<file path="src/rtl/manual_input_conditioner.sv">
// rtl/manual_input_conditioner.sv - debounced manual override / colour selector feeding the traffic light controller
// Two raw buttons are synchronised, debounced and edge-detected; a two-state FSM turns the press pulses into override controls.

module manual_input_conditioner #(
    parameter int CLK_HZ          = 100000000,
    parameter int DEBOUNCE_CYCLES = 1000000,
    parameter int TIMEOUT_S       = 30
) (
    input  logic       clk,
    input  logic       reset,
    input  logic       btn_override,
    input  logic       btn_next,
    output logic       manual_override,
    output logic [1:0] manual_state,
    output logic       override_pulse,
    output logic       next_pulse
);

    localparam int DW = (DEBOUNCE_CYCLES > 1) ? $clog2(DEBOUNCE_CYCLES) : 1;
    localparam int PW = (CLK_HZ > 1) ? $clog2(CLK_HZ) : 1;
    localparam int IW = (TIMEOUT_S > 0) ? $clog2(TIMEOUT_S + 1) : 1;

    localparam logic [DW-1:0] DB_LAST    = DW'(DEBOUNCE_CYCLES - 1);
    localparam logic [PW-1:0] PS_LAST    = PW'(CLK_HZ - 1);
    localparam logic [IW-1:0] IDLE_LIMIT = IW'(TIMEOUT_S);

    localparam logic [1:0] RED    = 2'b00;
    localparam logic [1:0] GREEN  = 2'b10;
    localparam logic [1:0] YELLOW = 2'b01;

    typedef enum logic {
        AUTO   = 1'b0,
        MANUAL = 1'b1
    } mode_t;

    // Bit 0 carries btn_override, bit 1 carries btn_next through every stage.
    logic [1:0]    sync_a;
    logic [1:0]    sync_b;
    logic [1:0]    level;
    logic [1:0]    level_d;
    logic [DW-1:0] db_cnt [2];

    logic [PW-1:0] presc;
    logic [IW-1:0] idle_secs;
    logic          sec_tick;
    mode_t         mode;

    assign sec_tick = (presc == PS_LAST);

    function automatic logic [1:0] advance(input logic [1:0] colour);
        case (colour)
            RED:     advance = GREEN;
            GREEN:   advance = YELLOW;
            default: advance = RED;
        endcase
    endfunction

    always_ff @(posedge clk or negedge reset) begin
        if (!reset) begin
            sync_a         <= '0;
            sync_b         <= '0;
            level          <= '0;
            level_d        <= '0;
            db_cnt[0]      <= '0;
            db_cnt[1]      <= '0;
            override_pulse <= 1'b0;
            next_pulse     <= 1'b0;
        end else begin
            sync_a  <= {btn_next, btn_override};
            sync_b  <= sync_a;
            level_d <= level;
            for (int i = 0; i < 2; i++) begin
                if (sync_b[i] == level[i]) begin
                    db_cnt[i] <= '0;
                end else if (db_cnt[i] == DB_LAST) begin
                    level[i]  <= sync_b[i];
                    db_cnt[i] <= '0;
                end else begin
                    db_cnt[i] <= db_cnt[i] + 1'b1;
                end
            end
            // Only the press (rising) edge of the debounced level is reported.
            override_pulse <= level[0] & ~level_d[0];
            next_pulse     <= level[1] & ~level_d[1];
        end
    end

    always_ff @(posedge clk or negedge reset) begin
        if (!reset) begin
            presc           <= '0;
            idle_secs       <= '0;
            mode            <= AUTO;
            manual_override <= 1'b0;
            manual_state    <= RED;
        end else begin
            presc <= sec_tick ? '0 : presc + 1'b1;
            case (mode)
                AUTO: begin
                    manual_override <= 1'b0;
                    manual_state    <= RED;
                    if (override_pulse) begin
                        mode            <= MANUAL;
                        manual_override <= 1'b1;
                        idle_secs       <= '0;
                    end
                end
                MANUAL: begin
                    // Presses outrank the timeout; override outranks next.
                    if (override_pulse) begin
                        mode            <= AUTO;
                        manual_override <= 1'b0;
                        manual_state    <= RED;
                    end else if (next_pulse) begin
                        manual_state <= advance(manual_state);
                        idle_secs    <= '0;
                    end else if (TIMEOUT_S != 0 && idle_secs == IDLE_LIMIT) begin
                        mode            <= AUTO;
                        manual_override <= 1'b0;
                        manual_state    <= RED;
                    end else if (TIMEOUT_S != 0 && sec_tick) begin
                        idle_secs <= idle_secs + 1'b1;
                    end
                end
                default: begin
                    mode            <= AUTO;
                    manual_override <= 1'b0;
                    manual_state    <= RED;
                end
            endcase
        end
    end

endmodule

</file>
<file path="config.mk">
export PLATFORM = sky130hd
export DESIGN_NAME = manual_input_conditioner
export DESIGN_NICKNAME = d
export VERILOG_FILES = /design/src/rtl/manual_input_conditioner.sv
export SDC_FILE = /design/constraint.sdc
export NUM_CORES = 1
export LEC_CHECK = 0
export BUFFER_PORTS_ARGS = -buffer_cell sky130_fd_sc_hd__buf_2
export CORE_MARGIN = 4
export CORE_UTILIZATION = 60
export DETAILED_ROUTE_END_ITERATION = 10
export PLACE_DENSITY = 0.77
export SLEW_MARGIN = 20
export SYNTH_ARGS = -nofsm -noshare
export SYNTH_HDL_FRONTEND = slang
export SYNTH_SLANG_ARGS = --single-unit
</file>
<file path="constraint.sdc">
create_clock -name clk -period 2.32 [get_ports clk]
set_input_delay 0.232 -clock clk [delete_from_list [all_inputs] [get_ports clk]]
set_output_delay 0.232 -clock clk [all_outputs]
set_load 0.02 [all_outputs]
</file>
Yosys cells after proc, flatten, opt, wreduce, memory -nomap -nowiden. Index checks and enable logic that the tools add are counted. W data, S select, Z words.

$add $sub $neg: 4. Multiply operators: 0. Div/mod/pow operators: 0. $lt $le $gt $ge: 0. Eq/ne operators: 14. Shift operators: 0. Multiplexer cells: 25. Bitwise gates (word level): 7. Reductions and logical operators: 5.

Operators by type and width (number): $mux W20 (4); $add A20 B1 Y20 const B (2); $eq A20 B20 Y1 const B (2); $add A27 B1 Y27 const B (1); $eq A27 B27 Y1 const B (1); $mux W27 (1); $mux W5 (5); $pmux W5 S2 (1); $ne A3 B3 Y1 const B (3); $pmux W2 S2 (2); $mux W1 (7); $mux W2 (3); $reduce_and A2 Y1 (3); $add A5 B1 Y5 const B (1); $eq A5 B5 Y1 const B (1); $not A1 Y1 (5); $ne A2 B2 Y1 const B (2); $ne A4 B3 Y1 const B (1); $pmux W1 S2 (2); $reduce_and A4 Y1 (1); $ne A3 B2 Y1 const B (1); $and A1 B1 Y1 (2); $eq A1 B1 Y1 (2); $eq A2 B2 Y1 const B (1); $logic_not A2 Y1 (1).

Flip-flop bits (word level): 86. Latch bits: 0. Memory bits (writable): 0. Bits in read-only memories: 0. Bits of input ports: 4. Output and inout port bits: 5. Logic and storage cells: 69. Memories kept: 0.

Longest topological paths before layout.
Depth in word-level cells: 6. Gate-level depth with buffers: 8.

Worst setup path after synthesis. Ideal clock, no wire load.

Path kind: register to register. Start: reg idle_secs[0]. End: reg idle_secs[1]. Data arrival time: 1.933 ns. Required time: 2.233 ns. Path slack: 0.300 ns. Stages on the path, launching flop included: 7. Path buffers: 1. Period minus slack after synthesis: 2.020 ns. Cells stage by stage: dfrtp_1 inv_1 ha_1 and4_1 dlygate4sd3_1 or3_1 o211ai_1.

Longest elaborated chain between the ends: 6. Elaborated cells on any way between the ends: 9. Classes of those cells: 1 x add/sub; 2 x eq/ne; 5 x mux; 1 x reduce/logical.

RTL lines: from (decl) (line 44) `logic [IW-1:0] idle_secs;`; from (signal assigned) (line 121) `idle_secs <= idle_secs + 1'b1;`; $add A5 B1 Y5 (line 121); $mux W5 (line 120) `end else if (TIMEOUT_S != 0 && sec_tick) begin`; $mux W5 (line 116) `end else if (TIMEOUT_S != 0 && idle_secs == IDLE_LIMIT) begin`; $mux W5 (line 113) `end else if (next_pulse) begin`; $mux W5 (line 109) `if (override_pulse) begin`; $pmux W5 S2 (line 97) `case (mode)`.

Several ways; a longest one is shown, not always the timed one. The select of a mux whose other input is x is not followed. A chain may end at the register's enable or synchronous reset.

Final worst setup path.
Start: reg presc[11]. End: reg idle_secs[3].

Longest elaborated chain between the ends: 3.

RTL lines: from (decl) (line 43) `logic [PW-1:0] presc;`; from (signal assigned) (line 96) `presc <= sec_tick ? '0 : presc + 1'b1;`; $eq A27 B27 Y1 (line 48) `assign sec_tick = (presc == PS_LAST);`; $ne A3 B3 Y1 (no line); $reduce_and A4 Y1 (no line).

No other way between the ends.

==> out/qor.csv <==
stage;metric;value;unit
synthesis;synth_compound_gate_area_share;2.90;%
drt;drt-initial-drc-count;87;
layout;layout_commonest_cell;dfrtp_1;
worst_setup_path;critPathRequiredTime;2.61;ns
die;core;0.00646;sq mm
pwr;max-vdd-ir-drop;499;uV
layout;area_growth;9.09;%
timing;fin_tns_setup;0;ns
synthesis;synth_top_family_by_area;simple AND/OR/NAND/NOR gates;
pwr;leakagePower;1.94;nW
clock_tree;clkSlewWorstSetupHoldPaths;0.10;ns
clock_tree;cts_tree;yes;
worst_setup_path;crit_path_top_delay_cell;or4_4;
synthesis;synth_edf_count;0;
synthesis;synth.avg_cell_area;10.3;sq um
die;initial_core_util;62.8;%
die;io_pins;9;
drt;drcViolationCount;0;
min_path;hp-class;input port to async pin;
timing;period_needed;2.09;ns
clock_tree;postCtsSetupBuffers;0;
timing;finalCritPeriodShare;90.2;%
synthesis;ys_ff_latch;86;
worst_setup_path;worst-path-buf-inv;0;
die;die_y;90.3;um
worst_setup_path;crit_path_end_kind;flop;
job;cap_violations;0;
place;pre_cts_slack;0.239;ns
synthesis;syn-num-nets;404;
place;hpwl;4.66;mm
clock_tree;hold_buffers;3;
synthesis;synthArstFlopShare;100;%
layout;finalNetCount;423;
pwr;powerDensity;583;mW/mm^2
worst_setup_path;slowest_delay;0.56;ns
synthesis;synthAdderAreaFrac;2.16;%
synthesis;netlist_area;0.00406;sq mm
layout;diodes;0;
layout;fillCellCount;512;
drt;vias;2749;
worst_setup_path;reg2reg_depth;5;
timing;fmax;0.478;GHz
synthesis;ys_types;42;
place;gp_congestion;0.882;
timing;finalMaxSlewViolations;0;
synthesis;muxShareOfSynthArea;0.832;%
clock_tree;insertion_delay;0.35;ns
drt;drt-total-wl;6.75;mm
synthesis;synthSimpleGateAreaFrac;25.9;%
drt;dr.pass1.iters;4;
worst_setup_path;cp.arrival;2.38;ns
status;status;finished clean;
worst_setup_path;cp_max_fo;8;
drt;viasPerCell;5.56;
clock_tree;htreeDepth;3;
timing;worst_pin_slew;0.602;ns
die;die_x;90.3;um
synthesis;yosysSeqAreaShare;53.0;%
layout;final_cell_mix;dfrtp_1, nor2_1, nand3_1;
worst_setup_path;startpoint_type;flop;
layout;layout-drive-gt1-share;10.6;%
worst_setup_path;path_depth;5;
drt;wire_per_inst;13.7;um
clock_tree;cts_sinks;86;
place;port_buffers;8;
global_routing;grt_usage;17.7;%
die;rows;29;
synthesis;ys.flop_type;dfrtp_1;
timing;hold_viol;0;
drt;postRouteAntennaNets;0;
die;dieArea;0.00815;sq mm
timing;layout_setup_ws;0.227;ns
worst_setup_path;criticalPathCategory;flop to flop;
synthesis;ys_warn_count;0;
worst_setup_path;cp_cell_sequence;or4_4, nor4_4, nand2_2, or4_1, nand3_1;
clock_tree;post_cts_resized;0;
clock_tree;clockBufferDepth;2;
clock_tree;cts_made_buffers;9;
clock_tree;cts_root_buf;clkbuf_8;
worst_setup_path;cpLargestDelayFamily;simple AND/OR/NAND/NOR gates;
global_routing;grt_pass1_wl;12.0;mm
timing;skew;0.0102;ns
timing;rsz0062_at_grt;false;
global_routing;overflow;0;
global_routing;antenna_found_initial;0;
pwr;power;0.00258;W
global_routing;first_global_vias;2660;
timing;relSlewSlack;59.5;%
synthesis;netlist_instances;393;
global_routing;grt_max_degree;59;
synthesis;synth_xor_area_share;13.2;%
timing;setup_viol;0;
## sequential cells by signal, indices dropped and copies added (netlist names)
register         cells
manual_state         2
level                2
override_pulse       1
level_d              2
sync_a               2
sync_b               2
idle_secs            5
next_pulse           1
db_cnt              40
mode                 1
presc               27
manual_override      1
## cells in the mapped netlist (2+ instances only)
library cell	n	area, sq um
and4_1	3	26.3
inv_1	11	41.3
o21ai_0	3	15.0
and3_1	11	68.8
dfrtp_1	86	2150
or2_2	2	12.5
clkbuf_1	4	15.0
o211ai_1	5	37.5
buf_2	3	15.0
xor2_1	29	254
nor4b_1	3	26.3
ha_1	7	87.6
nand2_1	28	105
nor3b_1	2	15.0
nand4bb_1	2	22.5
nor2_1	70	263
a21oi_1	4	20.0
nor4_1	5	31.3
nand4_1	9	56.3
nand3_1	33	165
nor4_4	2	42.5
nor2b_1	6	37.5
nand3b_1	3	22.5
nor3_1	7	35.0
or3_1	5	31.3
mux2_2	3	33.8
xnor2_1	32	280
## where the power goes
part / leakage [nW] / switching (W) / internal (W)
logic: 0.672 / 0.0000468 / 0.0000195
registers: 1.17 / 0.0000100 / 0.00151
clock network: 0.0918 / 0.000577 / 0.000417
total: 1.94 / 0.000634 / 0.00195
## layer usage
layer | vias up | routed length, um | share of wire (%) | GRT usage, %
li1 | 1381 | - | - | -
met3 | 11 | 92 | 1.4 | 2.67
met1 | 1340 | 3360 | 50 | 25.3
met4 | 0 | 119 | 1.8 | 7.27
met2 | 17 | 3180 | 47 | 27.1
met5 | - | 0 | 0 | 0
## path summary, 6_finish.rpt
path	start	to	slack, ns
min in group clk	sync_a[1]$_DFF_PN0_	sync_b[1]$_DFF_PN0_	0.36
worst max register to register	presc[11]$_DFF_PN0_	idle_secs[3]$_DFFE_PN0P_	0.23
worst min register to register	sync_a[1]$_DFF_PN0_	sync_b[1]$_DFF_PN0_	0.36
max in group asynchronous	reset	db_cnt[14]$_DFF_PN0_	1.36
worst min-delay path	reset	idle_secs[0]$_DFFE_PN0P_	0.34
worst max-delay path	presc[11]$_DFF_PN0_	idle_secs[3]$_DFFE_PN0P_	0.23
## kinds of logic after synthesis
logic type | count (synthesis)
and+or+nand+nor | 200
xor gates and xnor gates | 61
adders and majority gates | 7
buffers and inverters | 19
DFF | 86
AOI/OAI and AO/OA | 17
muxes | 3
## area by class of cell
| cell class | count | area, sq um | area share (%) |
|---|---|---|---|
| multi-input cells | 288 | 1830 | 41.2 |
| clock inverters | 7 | 66.3 | 1.50 |
| repair buffers | 16 | 123 | 2.77 |
| well taps | 77 | 96.3 | 2.18 |
| inverters | 11 | 41.3 | 0.932 |
| clock buffers | 9 | 124 | 2.80 |
| flip-flops and latches | 86 | 2150 | 48.6 |
## stage by stage
step | util, % | cell area (sq um) | instances | hold slack (ns)
2_1_floorplan | - | 4060 | 393 | -0.0636
3_3_place_gp | 65.1 | 4210 | 475 | 0.180
3_5_place_dp | 65.1 | 4210 | 475 | 0.183
4_1_cts | 68.6 | 4430 | 494 | 0.337
5_1_grt | 68.6 | 4430 | 494 | 0.352
6_report | 68.6 | 4430 | 494 | 0.342
No activity file was read; power rests on OpenSTA's default activity.
